===== config.mk =====
export PLATFORM = sky130hd
export DESIGN_NAME = csel_pipe_adder_flat
export DESIGN_NICKNAME = d
export VERILOG_FILES = /design/src/rtl/csel_pipe_adder_if.sv /design/src/rtl/csel_pipe_adder.sv /design/src/flat_wrapper.sv
export SDC_FILE = /design/constraint.sdc
export NUM_CORES = 1
export LEC_CHECK = 0
export ABC_AREA = 1
export BUFFER_PORTS_ARGS = -buffer_cell sky130_fd_sc_hd__buf_2
export CORE_UTILIZATION = 40
export CTS_BUF_LIST = sky130_fd_sc_hd__clkbuf_16
export DETAILED_ROUTE_END_ITERATION = 7
export GPL_TIMING_DRIVEN = 0
export HOLD_SLACK_MARGIN = 0.05
export MAX_ROUTING_LAYER = met4
export PLACE_DENSITY = 0.68
export SLEW_MARGIN = 20
export SYNTH_ARGS = -nofsm -noshare
export SYNTH_HDL_FRONTEND = slang
export SYNTH_SLANG_ARGS = --single-unit

===== constraint.sdc =====
create_clock -name clk_in -period 4.05 [get_ports clk_in]
set_input_delay 0.6075 -clock clk_in [delete_from_list [all_inputs] [get_ports clk_in]]
set_output_delay 0.6075 -clock clk_in [all_outputs]
set_load 0.1 [all_outputs]

===== src/rtl/csel_pipe_adder_if.sv =====
`default_nettype none
// +----------------------------------------------------------------------------+
// | Module      : csel_pipe_adder_if                                           |
// | Description : Operand/result valid-ready bundle for csel_pipe_adder.       |
// | Revision    : 1.0 - initial release                                        |
// +----------------------------------------------------------------------------+
interface csel_pipe_adder_if #(
    parameter int WIDTH = 32
);
    logic             valid_in;
    logic             ready_out;
    logic [WIDTH-1:0] a_in;
    logic [WIDTH-1:0] b_in;
    logic             c_in;
    logic             valid_out;
    logic             ready_in;
    logic [WIDTH-1:0] s_out;
    logic             c_out;
    logic             ovf_out;

    modport master (
        output valid_in, a_in, b_in, c_in, ready_in,
        input  ready_out, valid_out, s_out, c_out, ovf_out
    );

    modport slave (
        input  valid_in, a_in, b_in, c_in, ready_in,
        output ready_out, valid_out, s_out, c_out, ovf_out
    );
endinterface
`default_nettype wire


===== src/rtl/csel_pipe_adder.sv =====
`default_nettype none
// +----------------------------------------------------------------------------+
// | Module      : csel_pipe_adder                                              |
// | Description : Two-stage pipelined carry-select adder on 4-bit slices,      |
// |               valid/ready handshake on both sides.                         |
// | Revision    : 1.0 - initial release                                        |
// +----------------------------------------------------------------------------+
module csel_pipe_adder #(
    parameter int WIDTH = 32
) (
    input  wire                     clk_in,
    input  wire                     rst_in,
    csel_pipe_adder_if.slave        io
);

    localparam int N = WIDTH / 4;

    function automatic logic [4:0] f_slice_add(input logic [3:0] a, input logic [3:0] b,
                                               input logic cin);
        return {1'b0, a} + {1'b0, b} + {4'b0000, cin};
    endfunction

    // Carry into bit 3 of a slice, needed for the overflow term of the top slice.
    function automatic logic f_carry3(input logic [3:0] a, input logic [3:0] b,
                                      input logic cin);
        logic [3:0] t;
        t = {1'b0, a[2:0]} + {1'b0, b[2:0]} + {3'b000, cin};
        return t[3];
    endfunction

    logic w_adv1, w_adv2;

    logic                 r_v1;
    logic [3:0]           r_s0;
    logic                 r_co0;
    logic [N-1:1][3:0]    r_sum0, r_sum1;
    logic [N-1:1]         r_cy0, r_cy1;
    logic                 r_msbc0, r_msbc1;

    logic                 r_v2;
    logic [WIDTH-1:0]     r_s;
    logic                 r_co;
    logic                 r_ovf;

    logic [3:0]           w_s0;
    logic                 w_co0;
    logic [N-1:1][3:0]    w_sum0, w_sum1;
    logic [N-1:1]         w_cy0, w_cy1;
    logic                 w_msbc0, w_msbc1;

    logic [N-1:0]         w_c;
    logic [N-1:1][3:0]    w_sel;
    logic                 w_msbc;

    assign w_adv2       = !r_v2 || io.ready_in;
    assign w_adv1       = !r_v1 || w_adv2;
    assign io.ready_out = w_adv1;
    assign io.valid_out = r_v2;
    assign io.s_out     = r_s;
    assign io.c_out     = r_co;
    assign io.ovf_out   = r_ovf;

    always_comb begin
        w_sum0 = '0;
        w_sum1 = '0;
        w_cy0  = '0;
        w_cy1  = '0;
        {w_co0, w_s0} = f_slice_add(io.a_in[3:0], io.b_in[3:0], io.c_in);
        for (int k = 1; k < N; k++) begin
            {w_cy0[k], w_sum0[k]} = f_slice_add(io.a_in[4*k +: 4], io.b_in[4*k +: 4], 1'b0);
            {w_cy1[k], w_sum1[k]} = f_slice_add(io.a_in[4*k +: 4], io.b_in[4*k +: 4], 1'b1);
        end
        w_msbc0 = f_carry3(io.a_in[WIDTH-1 -: 4], io.b_in[WIDTH-1 -: 4], 1'b0);
        w_msbc1 = f_carry3(io.a_in[WIDTH-1 -: 4], io.b_in[WIDTH-1 -: 4], 1'b1);
    end

    always_ff @(posedge clk_in) begin
        if (rst_in) begin
            r_v1    <= 1'b0;
            r_s0    <= '0;
            r_co0   <= 1'b0;
            r_sum0  <= '0;
            r_sum1  <= '0;
            r_cy0   <= '0;
            r_cy1   <= '0;
            r_msbc0 <= 1'b0;
            r_msbc1 <= 1'b0;
        end else if (w_adv1) begin
            r_v1    <= io.valid_in;
            r_s0    <= w_s0;
            r_co0   <= w_co0;
            r_sum0  <= w_sum0;
            r_sum1  <= w_sum1;
            r_cy0   <= w_cy0;
            r_cy1   <= w_cy1;
            r_msbc0 <= w_msbc0;
            r_msbc1 <= w_msbc1;
        end
    end

    // Carry chain resolved by selection: one mux level per slice boundary.
    always_comb begin
        w_c   = '0;
        w_sel = '0;
        w_c[0] = r_co0;
        for (int k = 1; k < N; k++) begin
            w_c[k]   = w_c[k-1] ? r_cy1[k]  : r_cy0[k];
            w_sel[k] = w_c[k-1] ? r_sum1[k] : r_sum0[k];
        end
        w_msbc = w_c[N-2] ? r_msbc1 : r_msbc0;
    end

    always_ff @(posedge clk_in) begin
        if (rst_in) begin
            r_v2  <= 1'b0;
            r_s   <= '0;
            r_co  <= 1'b0;
            r_ovf <= 1'b0;
        end else if (w_adv2) begin
            r_v2  <= r_v1;
            r_s   <= {w_sel, r_s0};
            r_co  <= w_c[N-1];
            r_ovf <= w_c[N-1] ^ w_msbc;
        end
    end

endmodule
`default_nettype wire

===== src/flat_wrapper.sv =====
// flat-port wrapper written by rule: the top's interface ports become plain ports
module csel_pipe_adder_flat 
#(
    parameter int WIDTH = 32
)
  (clk_in, rst_in, io_valid_in, io_a_in, io_b_in, io_c_in, io_ready_in, io_ready_out, io_valid_out, io_s_out, io_c_out, io_ovf_out);
  csel_pipe_adder_if #(.WIDTH(WIDTH)) io_i ();
  input  wire clk_in;
  input  wire rst_in;
  input wire logic [$bits(io_i.valid_in)-1:0] io_valid_in;
  input wire logic [$bits(io_i.a_in)-1:0] io_a_in;
  input wire logic [$bits(io_i.b_in)-1:0] io_b_in;
  input wire logic [$bits(io_i.c_in)-1:0] io_c_in;
  input wire logic [$bits(io_i.ready_in)-1:0] io_ready_in;
  output wire logic [$bits(io_i.ready_out)-1:0] io_ready_out;
  output wire logic [$bits(io_i.valid_out)-1:0] io_valid_out;
  output wire logic [$bits(io_i.s_out)-1:0] io_s_out;
  output wire logic [$bits(io_i.c_out)-1:0] io_c_out;
  output wire logic [$bits(io_i.ovf_out)-1:0] io_ovf_out;
  assign io_i.valid_in = io_valid_in;
  assign io_i.a_in = io_a_in;
  assign io_i.b_in = io_b_in;
  assign io_i.c_in = io_c_in;
  assign io_i.ready_in = io_ready_in;
  assign io_ready_out = io_i.ready_out;
  assign io_valid_out = io_i.valid_out;
  assign io_s_out = io_i.s_out;
  assign io_c_out = io_i.c_out;
  assign io_ovf_out = io_i.ovf_out;
  csel_pipe_adder #(.WIDTH(WIDTH)) u_core (.clk_in(clk_in), .rst_in(rst_in), .io(io_i));
endmodule

==> Flow_metrics.wiki, run 1 <==
{| class="wikitable"
! Metric !! Value
|-
| Post-route clock skew || 7.41 ps
|-
| Area grow syn2layout || 20.3%
|-
| Area of the core || 14600 sq um
|-
| Buffers inserted during post-CTS setup optimization || 0
|-
| Cell Count Post-Placement || 1045
|-
| Vias post-DR || 5632
|-
| Post-layout instance count excluding filler cells || 1075
|-
| Post-DR wirelength/cell || 15.7 microns
|-
| Total power || 0.00354 W
|-
| Post-layout nets || 996
|-
| Synthesis Warnings || 0
|-
| Sequential cell fraction of total power || 37.5%
|-
| Maximum clock frequency || 301 MHz
|-
| Global-route wire length before repair || 27600 microns
|-
| Horiz. Die Dim || 125 microns
|-
| Via count of the first global-routing pass || 5414
|-
| Relative slew margins || 50.6%
|-
| Critical Path Sink Type || output port
|-
| Clock network power share || 35.0%
|-
| Clk sink count || 113
|-
| Detailed-route vias per instance || 5.24
|-
| Number of synthesized register bits || 113
|-
| FF-to-FF path depth || 9
|-
| Most frequent cells in the layout || dfxtp_1 (113), buf_2 (104), inv_1 (97), nand3_1 (81), nand2_1 (77)
|-
| Tightest Pin Transition || 741 ps
|-
| Final instance area || 7300 sq um
|-
| Setup tns final || 0 ps
|-
| Worst-skew pair later-pin latency || 410 ps
|-
| WP data arrival || 2710 ps
|-
| Period Utilization, post-route || 82.0%
|-
| Count of max-cap constraint violations || 0
|-
| Cts bufs inserted || 17
|-
| Syn Std Cell Area || 6070 sq um
|-
| Ratio of cells with drive above 1 in the final layout || 18.2%
|-
| GRT Util Overall || 23.3%
|-
| CTS Hold Bufs || 0
|-
| Total power density per cell area || 485 nW/um^2
|-
| Clock transition at the registers of the reported paths || 50 ps
|-
| Overall overflow remaining after global route || 0
|-
| Inserted Diodes || 0
|-
| Most frequent standard cell in the layout excluding fill and tap cells || dfxtp_1
|-
| Cell-internal power || 0.00228 W
|-
| Register-to-register setup slack || 1640 ps
|-
| Clock tree from TritonCTS || yes
|-
| Final Slew Violations || 0
|-
| Post-place instance area || 6810 sq um
|-
| Die footprint || 15700 sq um
|-
| Timing endpoint of the critical path || io_ready_out
|-
| Initial antenna violation count || 0
|-
| Synthesized netlist net count || 874
|-
| Timing startpoint of the critical path || u_core.io.valid_out$_SDFFE_PP0P_
|-
| Number of endpoints with negative hold slack in the final report || 0
|-
| Number of flops mapped to enable cells by yosys || 0
|-
| Estimated wirelength of the detail-placed design || 12000 microns
|-
| Main synth FF type || dfxtp_1
|-
| Outcome || finished clean
|-
| Share of flip-flops with an asynchronous set or reset after synthesis || 0%
|-
| Largest driver fanout on the critical path || 10
|-
| Endpoint of the worst-slack reg-to-reg timing path || u_core.r_sum0[10]$_SDFFE_PP0P_
|-
| Net switching share of the total power || 35.5%
|-
| Number of optimization iterations in the first detailed-route pass || 7
|-
| Combinational share of power || 27.5%
|-
| Worst supply voltage drop on vdd || 0.338 mV
|-
| Residual antenna-violating net count after detailed routing || 0
|-
| Clock root buffer || clkbuf_16
|-
| Maximum buffer depth of the clock tree || 2
|-
| Net switching power || 0.00126 W
|-
| Number of H-tree levels || 4
|-
| Required time of the worst setup path || 3440 ps
|-
| Post-synthesis cell type count || 38
|-
| Synth Instances || 758
|-
| Post-CTS sizing || 0
|-
| Count of routing violations after the opening detailed-route iteration || 454
|-
| Port Buffer Count || 103
|-
| Period minus WS final || 3320 ps
|-
| Post-Route WL || 16800 microns
|-
| Worst-case setup slack after placement || 854 ps
|-
| Start of the worst register-to-register path || u_core.io.valid_out$_SDFFE_PP0P_
|-
| Height of the die || 125 microns
|-
| Seq/Total Area, Yosys || 37.3%
|-
| Worst min-delay path class || input port to register
|-
| Cell Rows || 44
|-
| Type of element launching the critical path || register
|-
| Critical path class || register to output port
|-
| Mean Syn Cell Area || 8.00 sq um
|-
| Final weighted congestion in routability-driven placement || 0.851
|-
| Setup-failing EPs final || 0
|-
| Crit path setup slack, layout || 729 ps
|-
| Unrepaired setup endpoints after global routing || no
|-
| Pin count of the biggest net entering global routing || 17
|-
| Starting Density || 41.4%
|-
| Final routed DRC violation total || 0
|-
| Boundary Pins || 105
|-
| Lkg Pwr || 3.71 nW
|}
-- stage by stage --
stage / hold WS (ps) / util (%)
after global routing: 432 / 49.8
after global placement: 436 / 46.5
after detailed placement: 446 / 46.5
after CTS: 423 / 49.8
final: 431 / 49.8
after floorplan: 425 / -
-- cells by family (layout without fill, tap and decap cells) --
kind of cell               Yosys count  in the layout  share of synthesized area, %
AOI/OAI and AO/OA                  175            175                          16.8
xor gates and xnor gates            26             26                          3.75
adders and majority gates           47             47                          10.8
buffers and inverters              134            267                          8.58
DFF                                113            113                          37.3
and+or+nand+nor                    263            263                          22.8
-- registers in the layout, summed over array words and instances, names as in the netlist --
signal	flops
u_core.io.s_out	32
u_core.r_v1	1
u_core.r_sum0	28
u_core.r_sum1	28
u_core.io.c_out	1
u_core.r_s0	4
u_core.io.ovf_out	1
u_core.r_cy1	7
u_core.r_msbc0	1
u_core.r_co0	1
u_core.r_cy0	7
u_core.r_msbc1	1
u_core.io.valid_out	1
-- power groups by stage --
stage          combinational [W]  clock (W)  sequential, W
2_1_floorplan           0.000481          0        0.00161
3_3_place_gp            0.000953          0        0.00135
3_5_place_dp            0.000965          0        0.00135
4_1_cts                 0.000970    0.00124        0.00133
5_1_grt                  0.00107    0.00130        0.00135
6_report                0.000973    0.00124        0.00133
-- Yosys cell counts, types with 20 or more instances --
| library cell | count | area share [%] |
|---|---|---|
| o21ai_0 | 61 | 5.0 |
| a21oi_1 | 43 | 3.5 |
| nor2_1 | 69 | 4.3 |
| ha_1 | 38 | 7.8 |
| o211ai_1 | 24 | 3.0 |
| nand2_1 | 77 | 4.8 |
| inv_1 | 92 | 5.7 |
| dfxtp_1 | 113 | 37 |
| clkbuf_1 | 31 | 1.9 |
| xor2_1 | 20 | 2.9 |
| nand3_1 | 81 | 6.7 |
-- worst min path at each step --
stage | end | startpoint | slack [ps] | cells after the start
after floorplan | u_core.r_sum0[6]$_SDFFE_PP0P_ | u_core.r_sum0[6]$_SDFFE_PP0P_ | 420 | 2
after global placement | u_core.io.s_out[3]$_SDFFE_PP0P_ | u_core.r_s0[3]$_SDFFE_PP0P_ | 440 | 2
after detailed placement | u_core.r_sum0[6]$_SDFFE_PP0P_ | u_core.r_sum0[6]$_SDFFE_PP0P_ | 450 | 2
after CTS | u_core.r_v1$_SDFFE_PP0P_ | io_valid_in | 420 | 2
after global routing | u_core.r_v1$_SDFFE_PP0P_ | io_valid_in | 430 | 2
final | u_core.r_v1$_SDFFE_PP0P_ | io_valid_in | 430 | 2
-- layout make-up --
class	count	area, sq um
clock inverter	13	61.3
timing repair buffer	103	515
sequential	113	2260
clock buffer	17	425
inverter	99	377
fill	1445	7340
tap	184	230
buffer	35	144
multi-input combinational	511	3280
-- layer usage --
layer,part of all wire (%),wire (microns),global-route usage [%]
met1,46,7680,29.7
met2,46,7780,36.8
met3,6.5,1100,4.84
met4,1.7,289,7.68
met5,0,0,-
-- worst max-delay path, stage by stage, from the launching register on --
cell      delay (ps)
dfxtp_1          340
inv_1             70
nor2_4           260
inv_2            150
nor2_2           350
inv_1            120
clkbuf_1         230
clkbuf_1         360
buf_2            410
No activity file was read; power rests on OpenSTA's default activity.
==> inputs of run 2 (changes only) <==
Settings changed: PLACE_DENSITY 0.68 to 0.71.
Clock period 4.05 ns to 2.8 ns, I/O delays scaled along.
==> Flow_metrics.wiki, run 2 (synthesis results as in run 1) <==
{| class="wikitable"
! Metric !! Value
|-
| Post-route clock skew || 6.95 ps (was 7.41 ps)
|-
| Overall overflow remaining after global route || 0 (unchanged)
|-
| Unrepaired setup endpoints after global routing || no (unchanged)
|-
| Count of routing violations after the opening detailed-route iteration || 466 (was 454)
|-
| Sum of met3 wire segment lengths after detailed routing || 1210 microns (was 1100 microns)
|-
| Residual antenna-violating net count after detailed routing || 0 (unchanged)
|-
| Port Buffer Count || 103 (unchanged)
|-
| List of cells traversed by the critical path || inv_1, nor2_4, inv_2, nor2_4, inv_1, clkbuf_1, buf_2, buf_4 (was inv_1, nor2_4, inv_2, nor2_2, inv_1, clkbuf_1, clkbuf_1, buf_2)
|-
| Worst min-delay path class || input port to register (unchanged)
|-
| Number of H-tree levels || 4 (unchanged)
|-
| Count of max-cap constraint violations || 0 (unchanged)
|-
| WP data arrival || 2220 ps (was 2710 ps)
|-
| FF-to-FF path depth || 9 (unchanged)
|-
| Horiz. Die Dim || 125 microns (unchanged)
|-
| Outcome || finished, violations left (was finished clean)
|-
| Clk sink count || 113 (unchanged)
|-
| Final instance area || 7410 sq um (was 7300 sq um)
|-
| Inserted Diodes || 0 (unchanged)
|-
| Post-layout nets || 998 (was 996)
|-
| Boundary Pins || 105 (unchanged)
|-
| Setup-failing EPs final || 0 (unchanged)
|-
| Most frequent cells in the layout || dfxtp_1 (112), buf_2 (104), inv_1 (94), nand3_1 (81), nand2_1 (77) (was dfxtp_1 (113), buf_2 (104), inv_1 (97), nand3_1 (81), nand2_1 (77))
|-
| Register-to-register setup slack || 700 ps (was 1640 ps)
|-
| Combined buffer and inverter count along the critical path || 6 (unchanged)
|-
| Critical Path Sink Type || output port (unchanged)
|-
| Final weighted congestion in routability-driven placement || 0.859 (was 0.851)
|-
| Area grow syn2layout || 22.2% (was 20.3%)
|-
| Cts bufs inserted || 17 (unchanged)
|-
| Period minus WS final || 2640 ps
|-
| Ratio of cells with drive above 1 in the final layout || 19.1% (was 18.2%)
|-
| Pin count of the biggest net entering global routing || 17 (unchanged)
|-
| Initial antenna violation count || 0 (unchanged)
|-
| Timing startpoint of the critical path || u_core.io.valid_out$_SDFFE_PP0P_ (unchanged)
|-
| Violated checks || DRC
|-
| Fill cell total of the finished layout || 1469 (was 1445)
|-
| Tightest Pin Transition || 741 ps (about the same)
|-
| Required time of the worst setup path || 2380 ps (was 3440 ps)
|-
| Most frequent standard cell in the layout excluding fill and tap cells || dfxtp_1 (unchanged)
|-
| Post-layout instance count excluding filler cells || 1078 (was 1075)
|-
| Final routed DRC violation total || 10 (was 0)
|-
| Type of element launching the critical path || register (unchanged)
|-
| Number of flip-flops in the largest register || 32 (unchanged)
|-
| Estimated wirelength of the detail-placed design || 11800 microns (was 12000 microns)
|-
| Worst-path cell with the longest stage delay || buf_2 (unchanged)
|-
| Number of endpoints with negative hold slack in the final report || 0 (unchanged)
|-
| Clock transition at the registers of the reported paths || 50 ps (about the same)
|-
| CTS Hold Bufs || 0 (unchanged)
|-
| Clock root buffer || clkbuf_16 (unchanged)
|-
| Total power density per cell area || 733 nW/um^2 (was 485 nW/um^2)
|-
| Period Utilization, post-route || 94.2%
|-
| Post-DR wirelength/cell || 15.4 microns (was 15.7 microns)
|-
| Relative slew margins || 50.6% (about the same)
|-
| Area of the core || 14600 sq um (unchanged)
|-
| Cell Rows || 44 (unchanged)
|-
| WHS Endpoint || u_core.r_v1$_SDFFE_PP0P_ (unchanged)
|-
| Highest Signal Layer || met4 (unchanged)
|-
| Detailed-route vias per instance || 5.20 (was 5.24)
|-
| Met1 Routed Length || 7580 microns (was 7680 microns)
|-
| Cell class contributing the biggest share of worst-path delay || buffers and inverters (unchanged)
|-
| Height of the die || 125 microns (unchanged)
|-
| Post-Route WL || 16600 microns (was 16800 microns)
|-
| Largest driver fanout on the critical path || 10 (unchanged)
|-
| Starting Density || 41.4% (unchanged)
|-
| Maximum clock frequency || 379 MHz
|-
| Start of the worst register-to-register path || u_core.io.valid_out$_SDFFE_PP0P_ (unchanged)
|-
| Critical path class || register to output port (unchanged)
|-
| Final Slew Violations || 0 (unchanged)
|-
| Longest individual stage delay on the worst path || 360 ps (was 410 ps)
|-
| Worst Hold Path Cells || 2 (unchanged)
|-
| Die footprint || 15700 sq um (unchanged)
|-
| Clock tree from TritonCTS || yes (unchanged)
|-
| Hold wc startpoint || io_valid_in (unchanged)
|-
| Cell Count Post-Placement || 1045 (unchanged)
|-
| Lkg Pwr || 3.75 nW (was 3.71 nW)
|-
| Worst supply voltage drop on vdd || 0.485 mV (was 0.338 mV)
|-
| Post-place instance area || 6810 sq um (about the same)
|-
| Endpoint of the worst-slack reg-to-reg timing path || u_core.r_cy1[6]$_SDFFE_PP0P_ (was u_core.r_sum0[10]$_SDFFE_PP0P_)
|-
| Sum of met2 wire segment lengths after detailed routing || 7510 microns (was 7780 microns)
|-
| Setup tns final || 0 ps (unchanged)
|-
| Vias post-DR || 5601 (was 5632)
|-
| GRT Util Overall || 23.1% (was 23.3%)
|-
| Maximum buffer depth of the clock tree || 2 (unchanged)
|-
| Number of optimization iterations in the first detailed-route pass || 7 (unchanged)
|-
| Global-route wire length before repair || 27200 microns (was 27600 microns)
|-
| Worst-skew pair later-pin latency || 420 ps (was 410 ps)
|-
| Via count of the first global-routing pass || 5298 (was 5414)
|}
## run 2: final cells by class
class,instances,area [sq um],area share [%]
buffer,35,145,1.96
clock inverter,14,150,2.03
timing repair buffer,105,533,7.19
clock buffer,17,425,5.74
sequential,113,2260,30.5
inverter,99,377,5.08
tap,184,230,3.11
multi-input combinational,511,3290,44.4
## run 2: power breakdown
part	total [W]	switching, W	internal (W)
clock	0.00211	0.000741	0.00137
combinational	0.00140	0.000993	0.000410
sequential	0.00192	0.000110	0.00181
total	0.00544	0.00184	0.00359
## run 2: metrics by stage
stage / util, % / hold slack [ps] / power, W / setup WS, ps
2_1_floorplan: - / 425 / 0.00303 / 152
3_3_place_gp: 46.5 / 436 / 0.00332 / 47.8
3_5_place_dp: 46.5 / 443 / 0.00334 / 0.537
4_1_cts: 50.5 / 226 / 0.00545 / 27.5
5_1_grt: 50.6 / 249 / 0.00569 / 31.8
6_report: 50.6 / 233 / 0.00544 / 162
## run 2: worst max path at each step
stage / cells after the start / slack, ps / endpoint
6_report: 8 / 160 / io_ready_out
3_3_place_gp: 8 / 50 / io_ready_out
5_1_grt: 8 / 30 / io_ready_out
2_1_floorplan: 7 / 150 / io_ready_out
4_1_cts: 8 / 30 / io_ready_out
3_5_place_dp: 8 / 0.5 / io_ready_out
## run 2: metal layers
layer | track usage [%] | vias up
met4 | 8.82 | 0
met1 | 29.6 | 2578
met2 | 35.4 | 202
met3 | 5.05 | 26
met5 | - | -
li1 | - | 2795
## run 2: what timing repair did
item,4_1_cts,5_1_grt
buffers inserted,0,2
endpoints found under the setup margin,1,1
resized for setup,3,1
pin swaps,0,1
cloned,0,0
